## config.mk

```make
export PLATFORM = sky130hd
export DESIGN_NAME = hdd_sd_bridge
export DESIGN_NICKNAME = d
export VERILOG_FILES = /design/src/rtl/hdd_sd_bridge.sv
export SDC_FILE = /design/constraint.sdc
export NUM_CORES = 1
export LEC_CHECK = 0
export ABC_AREA = 1
export BUFFER_PORTS_ARGS = -buffer_cell sky130_fd_sc_hd__clkbuf_2
export CORE_MARGIN = 4
export CORE_UTILIZATION = 52
export CTS_BUF_LIST = sky130_fd_sc_hd__clkbuf_8
export CTS_CLUSTER_DIAMETER = 200
export CTS_CLUSTER_SIZE = 10
export DETAILED_ROUTE_END_ITERATION = 10
export PLACE_DENSITY = 0.82
export REMOVE_ABC_BUFFERS = 1
export SLEW_MARGIN = 15
export SYNTH_ARGS = -nofsm -noshare
export SYNTH_HDL_FRONTEND = slang
export SYNTH_SLANG_ARGS = --single-unit
```

## constraint.sdc

```tcl
create_clock -name clk_sys -period 2.1 [get_ports clk_sys]
set_input_delay 0.105 -clock clk_sys [delete_from_list [all_inputs] [get_ports clk_sys]]
set_output_delay 0.105 -clock clk_sys [all_outputs]
set_load 0.005 [all_outputs]
```

## src/rtl/hdd_sd_bridge.sv

```systemverilog
// Bridges the IIgs hard-disk port (channel 0) to the HPS SD block interface,
// with request latching, mount/protect rejection and a watchdog on lost acks.
module hdd_sd_bridge #(
  parameter int unsigned TIMEOUT_CYCLES = 14_318_180
) (
  input  logic        clk_sys,
  input  logic        reset,
  input  logic        hdd_read,
  input  logic        hdd_write,
  input  logic [15:0] hdd_sector,
  input  logic        img_mounted,
  input  logic        img_readonly,
  input  logic [63:0] img_size,
  input  logic        sd_ack,
  output logic [31:0] sd_lba,
  output logic        sd_rd,
  output logic        sd_wr,
  output logic        cpu_wait,
  output logic        hdd_mounted,
  output logic        hdd_protect,
  output logic        hdd_done,
  output logic        hdd_error
);

  localparam logic [1:0] ST_IDLE = 2'd0;
  localparam logic [1:0] ST_REQ  = 2'd1;
  localparam logic [1:0] ST_XFER = 2'd2;
  localparam logic [1:0] ST_DONE = 2'd3;

  localparam logic [23:0] TO_LAST = 24'(TIMEOUT_CYCLES - 1);

  logic [1:0]  state;
  logic        pend_valid;
  logic        pend_write;
  logic [15:0] pend_sector;
  logic        old_ack;
  logic        ack_block;
  logic [23:0] to_cnt;
  logic        mounted_r = 1'b0;
  logic        protect_r = 1'b0;

  logic ack_rise;
  logic ack_fall;
  logic timed_out;
  logic can_accept;
  logic reject;

  always_comb begin
    ack_rise   = sd_ack & ~old_ack;
    ack_fall   = ~sd_ack & old_ack;
    timed_out  = (to_cnt == TO_LAST);
    can_accept = pend_valid & ~(ack_block & sd_ack);
    reject     = ~mounted_r | (pend_write & protect_r);
  end

  // Mount state deliberately ignores reset so an image survives a warm reset.
  always_ff @(posedge clk_sys) begin
    if (img_mounted) begin
      mounted_r <= (img_size != 64'd0);
      protect_r <= img_readonly;
    end
  end

  assign hdd_mounted = mounted_r;
  assign hdd_protect = protect_r;

  always_ff @(posedge clk_sys) begin
    if (reset) begin
      state       <= ST_IDLE;
      pend_valid  <= 1'b0;
      pend_write  <= 1'b0;
      pend_sector <= '0;
      old_ack     <= 1'b0;
      ack_block   <= 1'b0;
      to_cnt      <= '0;
      sd_lba      <= '0;
      sd_rd       <= 1'b0;
      sd_wr       <= 1'b0;
      cpu_wait    <= 1'b0;
      hdd_done    <= 1'b0;
      hdd_error   <= 1'b0;
    end else begin
      old_ack  <= sd_ack;
      hdd_done <= 1'b0;
      if (ack_block && !sd_ack)
        ack_block <= 1'b0;

      case (state)
        ST_IDLE: begin
          if (can_accept) begin
            pend_valid <= 1'b0;
            hdd_error  <= 1'b0;
            if (reject) begin
              hdd_error <= 1'b1;
              state     <= ST_DONE;
            end else begin
              sd_lba   <= {16'h0000, pend_sector};
              sd_rd    <= ~pend_write;
              sd_wr    <= pend_write;
              cpu_wait <= 1'b1;
              to_cnt   <= '0;
              state    <= ST_REQ;
            end
          end
        end
        ST_REQ, ST_XFER: begin
          if (timed_out) begin
            // Abort holds off new requests until the HPS side releases sd_ack.
            sd_rd     <= 1'b0;
            sd_wr     <= 1'b0;
            hdd_error <= 1'b1;
            ack_block <= 1'b1;
            state     <= ST_DONE;
          end else begin
            to_cnt <= to_cnt + 24'd1;
            if (state == ST_REQ && ack_rise) begin
              sd_rd <= 1'b0;
              sd_wr <= 1'b0;
              state <= ST_XFER;
            end else if (state == ST_XFER && ack_fall) begin
              state <= ST_DONE;
            end
          end
        end
        ST_DONE: begin
          hdd_done <= 1'b1;
          cpu_wait <= 1'b0;
          state    <= ST_IDLE;
        end
        default: state <= ST_IDLE;
      endcase

      // A fresh pulse overrides consumption in the same cycle; read beats write.
      if (hdd_read || hdd_write) begin
        pend_valid  <= 1'b1;
        pend_write  <= ~hdd_read;
        pend_sector <= hdd_sector;
      end
    end
  end

endmodule

```

# After elaboration in Yosys (flattened, before gate mapping)
# Index checks and enable logic that the tools add are counted.
dict set report classes {
  n_bitwise 13
  addsub 1
  eq_ne 10
  reduce_logical 19
  mux 32
}
# operator n
set ops {}
lappend ops {{$mux W24} 3}
lappend ops {{$reduce_bool A64 Y1} 1}
lappend ops {{$pmux W24 S2} 1}
lappend ops {{$add A24 B1 Y24 const B} 1}
lappend ops {{$eq A24 B24 Y1 const B} 1}
lappend ops {{$mux W1} 18}
lappend ops {{$mux W2} 5}
lappend ops {{$reduce_and A3 Y1} 3}
lappend ops {{$ne A2 B2 Y1 const B} 4}
lappend ops {{$pmux W1 S2} 4}
lappend ops {{$reduce_and A4 Y1} 2}
lappend ops {{$reduce_bool A2 Y1} 4}
lappend ops {{$not A1 Y1} 7}
lappend ops {{$pmux W2 S3} 1}
lappend ops {{$and A1 B1 Y1} 5}
lappend ops {{$eq A2 B2 Y1 const B} 2}
lappend ops {{$ne A4 B4 Y1 const B} 1}
lappend ops {{$reduce_and A2 Y1} 2}
lappend ops {{$logic_and A1 B1 Y1} 3}
lappend ops {{$ne A3 B3 Y1 const B} 1}
lappend ops {{$eq A2 B1 Y1 const B} 1}
lappend ops {{$logic_not A2 Y1} 1}
lappend ops {{$reduce_or A2 Y1} 1}
lappend ops {{$logic_not A1 Y1} 1}
lappend ops {{2 further kinds} 2}
dict set report totals {
  in_bits 87
  reg_bits 69
}

# Logic depth before layout (Yosys ltp)
dict set report depth {
  depth_word 7
  depth_mapped 11
  depth_no_buf 10
}

# Worst setup path before layout
# Ideal clock, no wire load.
dict set report synth_path {
  path_kind {register -> register}
  from {register state[1]}
  to {register to_cnt[21]}
  path_slack_ps 367
  t_required_ps 1989
  period_less_slack_ps 1733
  n_path_buf 3
  stages_incl_launch_ff 11
  arrival_ps 1623
  setup_ps 111
  cell_sequence {dfxtp_1 inv_1 ha_1 buf_2 inv_2 o21ai_4 buf_6 buf_6 nand4_1 nand2_1 nor2_1}
}
dict set report synth_via {
  elab_chain_cells 4
  elab_cells_between_ends 10
}
# element line
set synth_lines {}
lappend synth_lines {{start: declaration} 32} ;# logic [1:0] state;
lappend synth_lines {{start signal: assignment} 69} ;# state <= ST_IDLE;
lappend synth_lines {{start signal: assignment} 95} ;# state <= ST_DONE;
lappend synth_lines {{start signal: assignment} 102} ;# state <= ST_REQ;
lappend synth_lines {{$eq A2 B1 Y1 or $eq A2 B2 Y1 (tied branches)} 88} ;# case (state)
lappend synth_lines {{$reduce_or A2 Y1} 88}
lappend synth_lines {{$ne A2 B2 Y1 (no source line) or $reduce_bool A2 Y1 (tied branches)} n/a}
lappend synth_lines {{$reduce_and A4 Y1 (no source line)} n/a}
lappend synth_lines {{end signal: assignment} 115} ;# to_cnt <= to_cnt + 24'd1;
lappend synth_lines {{end: declaration} 38} ;# logic [23:0] to_cnt;
# Several ways; a longest one is shown, not always the timed one.
# A chain may end at the register's enable or synchronous reset.

# Worst setup path in the final report
dict set report layout_path {
  from {register to_cnt[0]}
  to {register to_cnt[6]}
}
dict set report layout_via {
  elab_chain_cells 3
  elab_cells_between_ends 6
}
# element line
set layout_lines {}
lappend layout_lines {{$add A24 B1 Y24 or $eq A24 B24 Y1 (tied branches)} {115, 51}}
lappend layout_lines {{$mux W24 or $ne A2 B2 Y1 (tied branches)} n/a}
lappend layout_lines {{$pmux W24 S2 or $reduce_and A4 Y1 (tied branches)} n/a}
# Several ways; a longest one is shown, not always the timed one. The select of a mux whose other input is x is not followed.

==> flow_summary.toml <==
[layout]
fin_cells = 763
antennaDiodeCount = 0
nFillCells = 613
fin_util_pct = 66.4
final_cell_area_um2 = 4590
area_delta_synth_final_pct = 21.4
drive_gt1_share_pct = 25.2
fin_nets = 755

[floorplanning]
dieWidth_um = 93.2
dieArea_um2 = 8690
core_area_um2 = 6910
fp.dieH_um = 93.2
start_util_pct = 54.7
row_count = 30
io_pins = 126

[routing]
routed-via-count = 3890
drc = 0
drt_iter0_markers = 183
wl_per_cell_um = 12.8
first_pass_iters = 4
ant_nets = 0
vias_per_cell = 5.10
wl_mm = 9.74

[logic_synthesis]
synth-seq-cells = 69
synth_edf_count = 2
synthTopCellsByCount = "nor2_1 (144), nand2_1 (102), dfxtp_1 (67)"
synthArstFlopShare_pct = 0
yosys.area.top_type = "dfxtp_1"
synth.distinct_cells = 33
synthTopCellsByArea = "dfxtp_1 (36%), nor2_1 (14%), nand2_1 (10%), o21ai_0 (4.8%), buf_4 (3.8%)"
syn_area_um2 = 3780
ys.flop_type = "dfxtp_1"
synthCells = 554
yosysSeqAreaShare_pct = 37.1
synth_most_common_cell = "nor2_1"
synth.top_cell.area_share_pct = 35.5
syn_avg_cell_area_um2 = 6.82
yosysWarningCount = 0

[pwr]
power_density_nw_per_um2 = 918
ir_worst_vdd_mv = 0.544
leakagePower_uw = 0.00203

[sta]
fmax_mhz = 511
hold_violations = 0
finalSetupViolCount = 0
finalCritPeriodShare_pct = 93.1
worst_pin_slew_ns = 0.513
rsz0062_at_grt = "no"
slew_headroom_pct = 65.7
fin_tns_setup_ns = 0
finalMaxSlewViolations = 0
fin_skew_ns = 0.00776
layout_min_cycle_time_ns = 1.96
timing.hold.ws_ns = 0.0179

[worst_setup_path]
crit_arrival_ns = 2.23
crit_top_cell = "nand2_1"
start_kind = "flop"
regToRegSetupSlack_ns = 0.14
crit_fanout = 17
cp.required_ns = 2.37
cpMaxStageDelayCell = "dfxtp_1"
path_cells = "ha_1, nand2_1, inv_1, nand2_1, nor2_2, nand4_4, nand2_4, nand2_1, a21oi_2"
worstSetupPathType = "flop to flop"
slowest_delay_ns = 0.43
setup.worst_path.end_class = "flop"

[clocking]
cts_max_level = 3
cts_buffers = 9
cts_tree = "yes"
clk_pin_slew_ns = 0.08
clkSinkCount = 69
cts_buffer_depth = 2
worstSkewPairLatency_ns = 0.34
cts_setup_buffers = 0
cts_root_buf = "clkbuf_8"

[global_routing]
grt_usage_pct = 22.7
grt_overflow_total = 0
grt_max_degree = 38
antenna_found_initial = 0
grt_pass1_wl_mm = 16.2
grt_pass1_vias = 3791

[placement]
gp_congestion = 0.920
dpl.cell_count = 744
io_buffers = 109
hpwl_mm = 7.37
placed_cell_area_um2 = 4310

[worst_hold_path]
hold_path_class = "input pin to flop"

[flow_run]
drv_cap = 0

[outcome]
status = "complete, no violations"
## final timing paths
check / start / depth (start not counted) / end
setup / recovery: to_cnt[0] / 9 / to_cnt[6]
hold / removal: hdd_sector[4] / 3 / pend_sector[4]
setup reg to reg: to_cnt[0] / 9 / to_cnt[6]
hold reg to reg: pend_sector[8] / 2 / pend_sector[8]
## sequential cells by signal, indices dropped and copies added, names as in the netlist, 2 cells and up
signal,count
pend_sector,16
state,2
sd_lba,16
to_cnt,24
## cell usage in the layout (no fill, tap or decap)
cell / n
a21oi_1: 11
a21oi_2: 9
a22oi_1: 1
a31oi_1: 1
buf_4: 7
bufinv_16: 3
clkbuf_2: 109
clkbuf_8: 9
clkinv_1: 3
clkinv_2: 1
clkinv_4: 1
conb_1: 16
dfxtp_1: 67
dlygate4sd3_1: 3
edfxtp_1: 2
ha_1: 6
inv_1: 31
inv_2: 7
inv_6: 2
nand2_1: 102
nand2_2: 5
nand2_4: 3
nand3_1: 28
nand3_2: 1
nand4_1: 20
nand4_4: 1
nor2_1: 144
nor2_2: 5
nor2_4: 3
nor3_1: 2
nor3_4: 1
nor4_1: 16
o21ai_0: 36
o21ai_1: 1
o21ai_4: 1
o21bai_1: 1
xor2_1: 8
## timing repair
item | CTS | global route
hold buffers | 3 | 0
endpoints found under the hold margin | 4 | 0
endpoints found under the setup margin | 0 | 20
resized for setup | 0 | 2
## cell families after synthesis
group,Yosys count,share of synthesized area [%]
flops,69,37.1
fa+ha+maj,6,1.99
compound gates,61,9.44
xor+xnor,8,1.85
buf+inv,78,10.6
simple gates,331,39.0
other cells,1,0.0993
## layer usage
metal	vias up	GRT usage [%]	part of all wire, %
li1	1971	-	-
met1	1760	26.1	41
met2	139	40.5	50
met3	20	4.75	6.7
met4	0	9.77	3.0
met5	-	0	0
## report_power, final
group          total (µW)  internal (µW)  switching, µW
registers            1550           1460           95.7
clock network        1330            797            538
logic                1320            467            853
total                4210           2720           1490
## cell type report
class / instances / area (µm²) / share of cell area, %
clock buffer: 9 / 124 / 2.70
clock inverter: 7 / 121 / 2.65
inverter: 41 / 154 / 3.36
multi-input combinational: 422 / 2040 / 44.4
sequential: 69 / 1400 / 30.6
tap: 96 / 120 / 2.62
timing repair buffer: 119 / 628 / 13.7
## critical path, delay by kind of cell, from the launching register on
| kind | cells | cell delay (ns) |
|---|---|---|
| flip-flops | 1 | 0.43 |
| AND/OR/NAND/NOR | 6 | 0.91 |
| buffers and inverters | 1 | 0.05 |
| AO/OA/AOI/OAI | 1 | 0.14 |
| adder cells (fa/ha/maj) | 1 | 0.35 |
## through the flow
stage	setup slack, ns	total power, µW
after CTS	0.0907	4210
after global placement	0.181	2830
after global routing	0.00748	4460
after detailed placement	0.105	2870
after floorplan	-0.00242	2390
final	0.144	4210
Note: power is estimated with default switching activity, not from simulation.
